## src/rtl/muldiv_unit.sv

```systemverilog
// Iterative 32-bit MULT/MULTU/DIV/DIVU unit holding HI/LO for the MIPS execute stage.
// Divide support is compiled in only when MULDIV_DIV_EN is defined.
module muldiv_unit (
  input  logic        clk,
  input  logic        reset,
  input  logic        start,
  input  logic [1:0]  op,
  input  logic [31:0] rs_data,
  input  logic [31:0] rt_data,
  input  logic        mthi,
  input  logic        mtlo,
  input  logic [31:0] wdata,
  output logic        busy,
  output logic        done,
  output logic [31:0] hi,
  output logic [31:0] lo
);

  typedef enum logic [1:0] {IDLE, RUN, FINISH} state_t;

  state_t      state;
  logic [4:0]  count;
  logic [63:0] acc;
  logic [63:0] acc_step;
  logic [63:0] prod_fix;
  logic [31:0] b;
  logic        neg_a;
  logic [32:0] mul_sum;
  logic        accept;
  logic        signed_op;
  logic        rs_neg;
  logic        rt_neg;
  logic [31:0] rs_mag;
  logic [31:0] rt_mag;
`ifdef MULDIV_DIV_EN
  logic        div_op;
  logic        neg_b;
  logic        div_zero;
  logic [32:0] trial;
  logic [31:0] quot_fix;
  logic [31:0] rem_fix;
`endif

  assign busy = (state != IDLE);

  always_comb begin
    signed_op = ~op[0];
    rs_neg    = signed_op & rs_data[31];
    rt_neg    = signed_op & rt_data[31];
    rs_mag    = rs_neg ? (~rs_data + 32'd1) : rs_data;
    rt_mag    = rt_neg ? (~rt_data + 32'd1) : rt_data;
`ifdef MULDIV_DIV_EN
    accept    = start;
    div_zero  = op[1] & (rt_data == '0);
`else
    accept    = start & ~op[1];
`endif
  end

  // acc holds {partial product, multiplier} or {partial remainder, dividend/quotient}
  always_comb begin
    mul_sum  = {1'b0, acc[63:32]} + {1'b0, (acc[0] ? b : 32'd0)};
    acc_step = {mul_sum, acc[31:1]};
    prod_fix = neg_a ? (~acc + 64'd1) : acc;
`ifdef MULDIV_DIV_EN
    trial    = acc[63:31] - {1'b0, b};
    if (div_op) begin
      acc_step = trial[32] ? {acc[62:0], 1'b0} : {trial[31:0], acc[30:0], 1'b1};
    end
    quot_fix = neg_a ? (~acc[31:0] + 32'd1) : acc[31:0];
    rem_fix  = neg_b ? (~acc[63:32] + 32'd1) : acc[63:32];
`endif
  end

  always_ff @(posedge clk) begin
    if (reset) begin
      state  <= IDLE;
      count  <= '0;
      acc    <= '0;
      b      <= '0;
      neg_a  <= 1'b0;
      done   <= 1'b0;
      hi     <= '0;
      lo     <= '0;
`ifdef MULDIV_DIV_EN
      div_op <= 1'b0;
      neg_b  <= 1'b0;
`endif
    end else begin
      done <= 1'b0;
      case (state)
        IDLE: begin
          if (accept) begin
            count <= '0;
            state <= RUN;
            acc   <= {32'd0, rs_mag};
            b     <= rt_mag;
            neg_a <= rs_neg ^ rt_neg;
`ifdef MULDIV_DIV_EN
            div_op <= op[1];
            neg_b  <= rs_neg;
            // Divide by zero runs on the raw dividend so HI comes out unchanged
            if (div_zero) begin
              acc   <= {32'd0, rs_data};
              b     <= '0;
              neg_a <= 1'b0;
              neg_b <= 1'b0;
            end
`endif
          end else begin
            if (mthi) hi <= wdata;
            if (mtlo) lo <= wdata;
          end
        end
        RUN: begin
          acc   <= acc_step;
          count <= count + 5'd1;
          if (count == 5'd31) state <= FINISH;
        end
        FINISH: begin
`ifdef MULDIV_DIV_EN
          if (div_op) begin
            hi <= rem_fix;
            lo <= quot_fix;
          end else begin
            hi <= prod_fix[63:32];
            lo <= prod_fix[31:0];
          end
`else
          hi <= prod_fix[63:32];
          lo <= prod_fix[31:0];
`endif
          done  <= 1'b1;
          state <= IDLE;
        end
        default: state <= IDLE;
      endcase
    end
  end

endmodule

```

## config.mk

```make
export PLATFORM = sky130hd
export DESIGN_NAME = muldiv_unit
export DESIGN_NICKNAME = d
export VERILOG_FILES = /design/src/rtl/muldiv_unit.sv
export SDC_FILE = /design/constraint.sdc
export NUM_CORES = 1
export LEC_CHECK = 0
export BUFFER_PORTS_ARGS = -buffer_cell sky130_fd_sc_hd__buf_4
export CELL_PAD_IN_SITES_DETAIL_PLACEMENT = 1
export CELL_PAD_IN_SITES_GLOBAL_PLACEMENT = 1
export CORE_MARGIN = 8
export CORE_UTILIZATION = 38
export CTS_CLUSTER_SIZE = 14
export DETAILED_ROUTE_END_ITERATION = 16
export GPL_TIMING_DRIVEN = 0
export HOLD_SLACK_MARGIN = 0.03
export PLACE_DENSITY_LB_ADDON = 0.1
export SETUP_SLACK_MARGIN = 0.3
export SLEW_MARGIN = 5
export SYNTH_ARGS = -nofsm -noshare
export SYNTH_HDL_FRONTEND = slang
export SYNTH_SLANG_ARGS = --single-unit
export TNS_END_PERCENT = 30
```

## constraint.sdc

```tcl
create_clock -name clk -period 3.3 [get_ports clk]
set_input_delay 0.33 -clock clk [delete_from_list [all_inputs] [get_ports clk]]
set_output_delay 0.33 -clock clk [all_outputs]
set_load 0.1 [all_outputs]
```

Word-level counts from Yosys, hierarchy flattened

Cells that the tools add are included.

Bits of input ports: 103
Bits in registers: 169
Output and inout bits: 66

$add $sub $neg: 5
Eq/ne operators: 8
Bitwise gates (word level): 9
Muxes and demuxes: 18
Reduce and logical (&&, ||, !) cells: 9

Operator list:

| operator                                                        | number |
|---|---|
| 32-bit 2-to-1 mux                                               | 7 |
| 64-bit 2-to-1 mux                                               | 2 |
| 32-bit one-hot mux with 2 select lines                          | 2 |
| 64-bit one-hot mux with 2 select lines                          | 1 |
| 32-bit by 1-bit adder with 32-bit output, second input constant | 2 |
| 64-bit by 1-bit adder with 64-bit output, second input constant | 1 |
| 32-bit inverter                                                 | 2 |
| 64-bit inverter                                                 | 1 |
| 32-bit by 32-bit adder with 33-bit output                       | 1 |
| 2-bit inequality test, second input constant                    | 5 |
| 5-bit one-hot mux with 2 select lines                           | 1 |
| 2-bit AND reduction                                             | 3 |
| 3-bit AND reduction                                             | 2 |
| 2-bit nonzero test                                              | 3 |
| 5-bit by 1-bit adder with 5-bit output, second input constant   | 1 |
| 5-bit == test, second input constant                            | 1 |
| 5-bit 2-to-1 mux                                                | 1 |
| 2-bit 2-to-1 mux                                                | 2 |
| 2-bit one-hot mux with 2 select lines                           | 1 |
| 1-bit AND                                                       | 3 |
| 2-bit by 1-bit == test with 1-bit output, second input constant | 1 |
| 2-bit == test, second input constant                            | 1 |
| 2-bit zero test                                                 | 1 |
| 1-bit inverter                                                  | 2 |
| 2 further kinds                                                 | 2 |

Longest topological paths before layout

Gate-level depths: netlist of the first run.

Depth in word-level cells: 5
Depth in mapped cells: 14
Depth with buffers taken out: 13

Worst setup path after synthesis of the first run

No wires, ideal clock.

Path kind: register to register
Start: register acc[8]
End: register hi[24]
Arrival time: 3,174 ps
Stages on the path, launching flop included: 12
Path slack: 12 ps
Path buffers: 2
Path through: dfxtp_1 or4_4 or4_1 or3_1 buf_2 or3_4 or2_1 buf_2 o21ai_0 xnor2_1 nor2_1 a2111oi_0

Longest elaborated chain between the ends: 4

RTL lines:

| what                                     | RTL line | RTL |
|---|---|---|
| from (decl)                              | 23       | `logic [63:0] acc;` |
| from (signal assigned)                   | 96       | `acc <= {32'd0, rs_mag};` |
| from (signal assigned)                   | 116      | `acc <= acc_step;` |
| 64-bit inverter                          | 64       | `prod_fix = neg_a ? (~acc + 64'd1) : acc;` |
| 64-bit by 1-bit adder with 64-bit output | 64       |  |
| 64-bit 2-to-1 mux                        | 64       |  |
| 32-bit one-hot mux with 2 select lines   | 91       | `case (state)` |
| to (signal assigned)                     | 111      | `if (mthi) hi <= wdata;` |
| to (signal assigned)                     | 130      | `hi <= prod_fix[63:32];` |
| to (decl)                                | 15       | `output logic [31:0] hi,` |

No other way between the ends.
A chain may end at the register's enable or synchronous reset.

Worst setup path in the final report of the first run

Start: register acc[9]
End: register hi[19]

The elaborated chain is that of the path after synthesis.

==> results.cfg, run 1 <==
[pwr]
ir_drop_uv = 371
swShare_pct = 36.5
pwr-share-comb_pct = 26.9
power_density_nw_per_um2 = 419
total_power_mw = 5.94
intPower_mw = 3.77
power_frac_seq_pct = 37.9
p_sw_mw = 2.17
pwr-share-clk_pct = 35.2
p_leak_nw = 5.50

[timing]
finalSetupViolations = 9
relSlewSlack_pct = 35.5
hold_viol = 0
rsz0062_at_grt = yes
post-route-period-util_pct = 105
setup_ws_ns = -0.153
whs_ns = 0.186
fmaxAchievable_mhz = 290
tns_ns = -0.594
finClkSkew_ns = 0.0108
fin_crit_ns = 3.45
tightest_slew_ns = 0.964
slew_violations = 0

[flow_run]
maxCapViolCount = 0

[yosys]
synth_cell_types = 72
netlist_top_cells_area = dfxtp_1 (31%), xor2_1 (6.9%), nor2_1 (6.6%), a21oi_1 (5.1%), ha_1 (4.3%)
synthFlopType = dfxtp_1
synth_top_area_share_pct = 31.3
netlist_instances = 1378
synthXorXnorAreaFrac_pct = 10.8
synth_area_um2 = 10800
async_flop_share_pct = 0
synthSimpleGateAreaFrac_pct = 22.3
synth-edff-count = 0
yosys.cell_count.top_type = nor2_1
synth_top_family_by_area = compound AO/OA/AOI/OAI gates
synth_mux_area_share_pct = 0.301
syn-mean-instance-area_um2 = 7.85
yosys_warnings = 0
seq_area_frac_synth_pct = 31.3
synth-compound-area-share_pct = 25.9
synth_seq_cells = 169
synth.largest_area_cell = dfxtp_1
synth_nets = 1519
synthAdderAreaFrac_pct = 4.47
synth_commonest_cells = nor2_1 (190), dfxtp_1 (169), nand2_1 (111), a21oi_1 (110), o21ai_0 (86)

[setup_path]
worstPathArrival_ns = 3.75
required_ns = 3.59
crit_fanout = 7
cp-end-kind = register
start_kind = register
path_class = register to register

[global_route]
use_met1_pct = 35.9
grt_pass1_wl_mm = 68.7
track_usage_pct = 25.8
busiest_layer = met2
grt-ovfl-total = 0
antenna_found_initial = 0
first_global_vias = 11700
grtUsageMet3_pct = 4.61
met2_usage_pct = 40.2
grt_start_max_net_pins = 18

[drt]
viasPerCell = 5.87
postRouteAntennaNets = 0
vias = 11600
wl_per_cell_um = 23.2
drc = 0
dr.pass1.iters = 6
drtIter0Drc = 1165
drt_wl_total_mm = 45.9

[floorplanning]
ioPinCount = 169
initial_core_util_pct = 38.7
dieHeight_um = 185
num_rows = 61
dieArea_um2 = 34100
core_um2 = 27900
die_w_um = 185

[placement]
gp_congestion = 0.902
preCtsSetupSlack_ns = -0.786
dp_hpwl_mm = 35.1
port_buffers = 168

[layout]
antenna_cells = 0
final_core_util_pct = 50.7
fillCellCount = 3411
area_delta_synth_final_pct = 31.1
drive_gt1_share_pct = 23.4
nets = 1733

[cts]
clk_pin_slew_ns = 0.08
clockBufferDepth = 2
tritoncts = built
cts_root_buf = clkbuf_16
clock_latency_ns = 0.44
cts_hold_buf = 0
h-tree-depth = 4
cts_made_buffers = 17
cts_sinks = 169

[worst_hold_path]
min-delay-path-class = input port to register

[run_status]
violations = setup timing
outcome = finished, violations left
-- cell usage in the layout (no fill, tap or decap), types with 20 or more instances in the layout --
cell,synthesis,final
a21oi_1,110,98
nor2_1,190,187
clkbuf_1,77,70
nor3_1,22,21
xnor2_1,48,45
a222oi_1,30,30
nand2_1,111,110
buf_4,1,191
o21ai_0,86,64
xor2_1,85,76
or3_1,22,20
and2_1,36,32
inv_1,24,23
ha_1,37,33
a211oi_1,58,53
dfxtp_1,169,162
-- stage by stage --
| stage | area (um2) | cells |
|---|---|---|
| global route | 14200 | 1983 |
| floorplan | 10800 | 1378 |
| finish | 14200 | 1983 |
| detailed placement | 12600 | 1924 |
| global placement | 12600 | 1924 |
| CTS | 13700 | 1972 |
-- worst max-delay path, stage by stage, from the launching register on --
cell      delay, ns
dfxtp_4        0.36
or4_4          0.54
or4_4          0.43
or3_4          0.39
buf_8          0.14
or4_4          0.42
buf_8          0.15
buf_4          0.13
o41ai_4        0.29
xor2_1         0.33
a211oi_1       0.12
-- path summary, 6_finish.rpt --
| path | startpoint | slack [ns] | cells past startpoint | endpoint |
|---|---|---|---|---|
| max | acc[9] | -0.15 | 10 | hi[19] |
| min | rs_data[0] | 0.19 | 3 | acc[0] |
| max reg2reg | acc[9] | -0.15 | 10 | hi[19] |
| min reg2reg | b[0] | 0.47 | 2 | b[0] |
-- routing by layer --
metal / vias to the layer above / share of wire, % / wire (um)
met2: 378 / 45 / 20800
met4: 0 / 2.1 / 956
met3: 52 / 5.8 / 2660
li1: 5452 / - / -
met5: - / 0 / 0
met1: 5758 / 47 / 21600
-- cell type report --
cell class	instances	area, um2	area share (%)
buffer	93	532	3.75
clock buffer	18	439	3.10
clock inverter	14	158	1.11
inverter	24	90.1	0.636
multi-input combinational	1092	7600	53.6
sequential	169	3400	24.0
tap	378	473	3.34
timing repair buffer	195	1480	10.4
-- state kept, by name (all words and copies together) (netlist names) --
signal and flops:
neg_a 1, hi 32, b 32, acc 64, lo 32, state 2
count 5, done 1
-- power groups by stage --
stage	Sequential [mW]	Combinational, mW	Clock (mW)
final	2.25	1.60	2.09
after global routing	2.26	1.69	2.19
after CTS	2.24	1.46	2.11
after detailed placement	2.29	1.41	0
after global placement	2.29	1.39	0
after floorplan	2.63	0.585	0
-- kinds of logic after synthesis --
kind of cell	after synthesis
AND/OR/NAND/NOR	502
multiplexers	3
adder cells (fa/ha/maj)	38
buffers and inverters	117
flip-flops	169
XOR/XNOR	133
AO/OA/AOI/OAI	416
-- what timing repair did --
item,4_1_cts,5_1_grt
resized for setup,109,77
endpoints found under the setup margin,62,56
setup buffers,16,10
pin swaps,45,50
gates cloned,0,1
No activity file was read; power rests on OpenSTA's default activity.
==> run 2: changes to the inputs <==
Settings changed: CORE_UTILIZATION 38 to 43.
Clock period 3.3 ns to 3.9 ns, I/O delays scaled along.
==> run 2 against run 1 <==
The run now ends clean. Sequential share of layout area up 1.6 points. Via count is 1.4% lower. Non-clock buffer count shrank 27. Global-route usage is 1.5 points higher. Core utilization increased by 2.3 points. Clock-buffer cell count unchanged. Design area is 6.6% lower. Routed wire length down 6.9%. Largest power group unchanged.
==> results.cfg, run 2 (synthesized netlist as in run 1, its figures left out) <==
[run_status]
outcome = finished, final reports clean

[global_route]
track_usage_pct = 27.3
busiest_layer = met2
grtUsageMet3_pct = 6.47
antenna_found_initial = 0
use_met1_pct = 36.7
first_global_vias = 11700
grt-ovfl-total = 0
met2_usage_pct = 42.1
grt_start_max_net_pins = 17
grt_pass1_wl_mm = 66.3

[worst_hold_path]
holdPathEnd = lo[0]
min-delay-path-class = input port to register
hold_path_depth = 3
hp-start = wdata[0]

[pwr]
p_leak_nw = 5.25
swShare_pct = 35.3
power_frac_seq_pct = 39.0
pwr-share-clk_pct = 36.3
power_density_nw_per_um2 = 368
p_sw_mw = 1.72
ir_drop_uv = 281
total_power_mw = 4.87
intPower_mw = 3.15
pwr-share-comb_pct = 24.7

[layout]
antenna_cells = 0
layout_commonest_cell = nor2_1
largest-register = acc
nets = 1706
largest_reg_flops = 64
layout_common_cells = nor2_1 (189), buf_4 (171), dfxtp_1 (166)
finalNonFillerCells = 1908
drive_gt1_share_pct = 16.7
area_delta_synth_final_pct = 22.4

[setup_path]
path_class = register to register
r2r_slack_ns = 0.37
rr_worst_depth = 10
worstPathArrival_ns = 3.82
required_ns = 4.20
start_kind = register
worst_r2r_endpoint = hi[22]
cp-end-kind = register
crit_fanout = 9
r2r_start = acc[8]

[floorplanning]
dieArea_um2 = 30500
dieHeight_um = 175
core_um2 = 25000
die_w_um = 175
num_rows = 58
ioPinCount = 169
initial_core_util_pct = 43.3

[cts]
cts_hold_buf = 0
clockBufferDepth = 2
clk_pin_slew_ns = 0.08
clock_latency_ns = 0.45
cts_sinks = 169
post_cts_buffers = 0
cts_root_buf = clkbuf_16
cts_made_buffers = 17
h-tree-depth = 4
tritoncts = built

[timing]
fin_crit_ns = 3.53
slew_violations = 0
relSlewSlack_pct = 41.2
rsz0062_at_grt = yes
whs_ns = 0.234
finalSetupViolations = 0
finClkSkew_ns = 0.0128
fmaxAchievable_mhz = 284
setup_ws_ns = 0.373
post-route-period-util_pct = 90.4
tightest_slew_ns = 0.879
hold_viol = 0

[drt]
viasPerCell = 6.01
drc = 0
vias = 11500
drt_wl_total_mm = 42.8
drtIter0Drc = 884
dr.pass1.iters = 8
postRouteAntennaNets = 0
wl_per_cell_um = 22.4

[placement]
dp_hpwl_mm = 34.1
preCtsSetupSlack_ns = -0.162
dp.cells = 1876
gp_congestion = 0.923
port_buffers = 168

[flow_run]
maxCapViolCount = 0
-- run 2: layout make-up --
class / instances / area (um2)
Multi-Input combinational cell: 1092 / 7030
Fill cell: 3155 / 11700
Clock inverter: 14 / 163
Clock buffer: 18 / 429
Buffer: 93 / 452
Inverter: 24 / 90.1
Sequential cell: 169 / 3390
Tap cell: 330 / 413
Timing Repair Buffer: 168 / 1260
-- run 2: timing repair --
item | in CTS | in global routing
resized for setup | 12 | 36
pin swaps | 4 | 6
hold endpoints to repair | 0 | 0
setup endpoints to repair | 18 | 26
-- run 2: power groups by stage --
stage	sequential (mW)	combinational [mW]	clock, mW
CTS	1.90	1.18	1.77
global route	1.91	1.28	1.85
global placement	1.93	1.16	0
detailed placement	1.94	1.18	0
finish	1.90	1.21	1.77
floorplan	2.22	0.486	0
-- run 2: layer usage --
layer | vias up | routed length [um]
met5 | - | 0
li1 | 5402 | -
met2 | 408 | 18700
met3 | 90 | 2880
met4 | 0 | 1350
met1 | 5575 | 19900
-- run 2: worst max-delay path: stages, from the launching register on --
cell and delay, ns:
dfxtp_4 0.37, or4_4 0.56, or4_4 0.43, or3_1 0.31, buf_4 0.18, or3_4 0.41, or2_1 0.22, buf_4 0.18
o41ai_4 0.34, xor2_2 0.25, a211oi_1 0.11
-- run 2: worst max path at each step --
| stage | end | start | cells past startpoint | slack (ns) |
|---|---|---|---|---|
| finish | hi[22] | acc[8] | 10 | 0.37 |
| global route | hi[18] | acc[21] | 10 | 0.20 |
| global placement | acc[59] | acc[0] | 14 | -0.15 |
| detailed placement | acc[59] | acc[0] | 14 | -0.16 |
| floorplan | hi[24] | acc[8] | 11 | 0.61 |
| CTS | acc[59] | acc[0] | 14 | 0.26 |
-- run 2: per-stage QoR --
| stage | setup TNS, ns | area, um2 | util (%) |
|---|---|---|---|
| global placement | -0.415 | 12500 | 50.0 |
| CTS | 0 | 13100 | 52.5 |
| global route | 0 | 13200 | 53.0 |
| finish | 0 | 13200 | 53.0 |
| floorplan | 0 | 10800 | - |
| detailed placement | -0.536 | 12500 | 50.0 |
==> run 3: changes to the inputs <==
Clock period 3.9 ns to 3.3 ns, I/O delays scaled along.
==> run 3 against run 2 <==
The flow now finishes with violations (setup timing). Fmax increased by 2.9%. Worst setup slack got worse by 0.50 ns. Non-clock buffer count increased by 39. Core utilization increased by 4.2 points. Power increased by 21%. Clock skew decreased by 0.0029 ns. Die area unchanged. Clock-buffer cell count decreased by 1. Critical endpoint is now hi[27].
==> results.cfg, run 3 (synthesized netlist as in run 1, its figures left out) <==
[run_status]
outcome = finished, violations left
violations = setup timing

[pwr]
power_frac_seq_pct = 38.1
p_leak_nw = 5.58
ir_drop_uv = 302
power_density_nw_per_um2 = 413
swShare_pct = 36.5
intPower_mw = 3.75
pwr-share-comb_pct = 26.9
pwr-share-clk_pct = 34.9
p_sw_mw = 2.15

[setup_path]
crit_buf_inv = 0
required_ns = 3.64
crit_fanout = 7
crit_family = simple AND/OR/NAND/NOR gates
start_kind = register
critical_path.slowest_cell = or4_1
critPathMaxStageDelay_ns = 0.74
worstPathArrival_ns = 3.77
cp_common_cell = or4_1
path_class = register to register
worstPathCellList = or4_1 > nor4_4 > nand3_2 > or4_1 > o31ai_4 > xnor2_2 > nor2_1 > o41ai_1
cp-end-kind = register

[placement]
dp_hpwl_mm = 34.6
gp_congestion = 0.922
port_buffers = 168
dp.cells = 1876
preCtsSetupSlack_ns = -0.765

[layout]
layout_common_cells = buf_4 (205), nor2_1 (187), dfxtp_1 (163)
antenna_cells = 0
largest_reg_flops = 64
drive_gt1_share_pct = 25.2
nets = 1745
layout_commonest_cell = buf_4
largest-register = acc
final_core_util_pct = 57.2
finalNonFillerCells = 1947
area_delta_synth_final_pct = 32.2

[drt]
dr.pass1.iters = 6
wl_per_cell_um = 24.7
postRouteAntennaNets = 0
viasPerCell = 6.22
drtIter0Drc = 1153
vias = 12100
drt_wl_total_mm = 48.1
drc = 0

[floorplanning]
dieHeight_um = 175
die_w_um = 175
ioPinCount = 169
core_um2 = 25000
dieArea_um2 = 30500
num_rows = 58
initial_core_util_pct = 43.3

[cts]
cts_root_buf = clkbuf_16
cts_hold_buf = 0
h-tree-depth = 4
tritoncts = built
clock_latency_ns = 0.44
clk_pin_slew_ns = 0.07
cts_made_buffers = 17
cts_sinks = 169
clockBufferDepth = 2

[timing]
relSlewSlack_pct = 32.5
rsz0062_at_grt = yes
tightest_slew_ns = 1.01
fmaxAchievable_mhz = 292
tns_ns = -0.627
setup_ws_ns = -0.129
post-route-period-util_pct = 104
fin_crit_ns = 3.43
finClkSkew_ns = 0.00993
finalSetupViolations = 10
hold_viol = 0
whs_ns = 0.185
slew_violations = 0

[global_route]
grt_pass1_wl_mm = 68.8
first_global_vias = 12000
grt-ovfl-total = 0
grt_start_max_net_pins = 18
antenna_found_initial = 0
track_usage_pct = 28.3

[flow_run]
maxCapViolCount = 0

[worst_hold_path]
min-delay-path-class = input port to register
run 3: cell count changes in the layout (fill, tap and decap cells not counted), moves of 7 or more:
cell / delta
buf_6: +9
ha_1: -15
and2_4: +7
ha_4: +14
o21ai_1: +10
buf_4: +34
o21ai_2: +8
a21oi_2: +9
o21ai_0: -19
a21oi_1: -13
and2_1: -9
run 3: cell type report:
cell class / instances / area, um2
sequential: 169 / 3400
buffer: 93 / 520
fill: 3017 / 10700
multi-input combinational: 1092 / 7720
tap: 330 / 413
inverter: 24 / 90.1
clock inverter: 15 / 156
clock buffer: 17 / 425
timing repair buffer: 207 / 1560
run 3: path summary, 6_finish.rpt:
check	slack [ns]	end	from	cells past startpoint
min reg2reg	0.47	b[0]	b[0]	2
max	-0.13	hi[27]	acc[40]	8
max reg2reg	-0.13	hi[27]	acc[40]	8
min	0.18	lo[0]	wdata[0]	3
run 3: through the flow:
step | area, um2 | total power, mW
floorplan | 10800 | 3.21
global placement | 12500 | 3.67
detailed placement | 12500 | 3.69
CTS | 13400 | 5.77
global route | 14300 | 6.08
finish | 14300 | 5.90
run 3: what timing repair did:
action | in CTS | in global routing
pin swaps | 21 | 68
resized for setup | 55 | 167
gates cloned | 0 | 0
hold endpoints to repair | 0 | 0
endpoints found under the setup margin | 59 | 63
buffers inserted | 14 | 25
run 3: worst register-to-register path, delay by kind of cell, from the launching register on:
kind             cells  cell delay, ns
AO/OA/AOI/OAI        2            0.65
XOR/XNOR             1            0.16
flip-flops           1            0.45
AND/OR/NAND/NOR      5            2.07
run 3: metal layers:
layer | GRT usage (%) | wire [um]
met1 | 38.3 | 20900
met2 | 43.9 | 21600
met3 | 5.94 | 3940
met4 | 9.96 | 1600
met5 | 0 | 0
run 3: power groups by stage:
stage | sequential (mW) | combinational (mW) | clock (mW)
floorplan | 2.63 | 0.585 | 0
global placement | 2.29 | 1.38 | 0
detailed placement | 2.29 | 1.40 | 0
CTS | 2.24 | 1.47 | 2.06
global route | 2.26 | 1.67 | 2.15
finish | 2.25 | 1.59 | 2.06
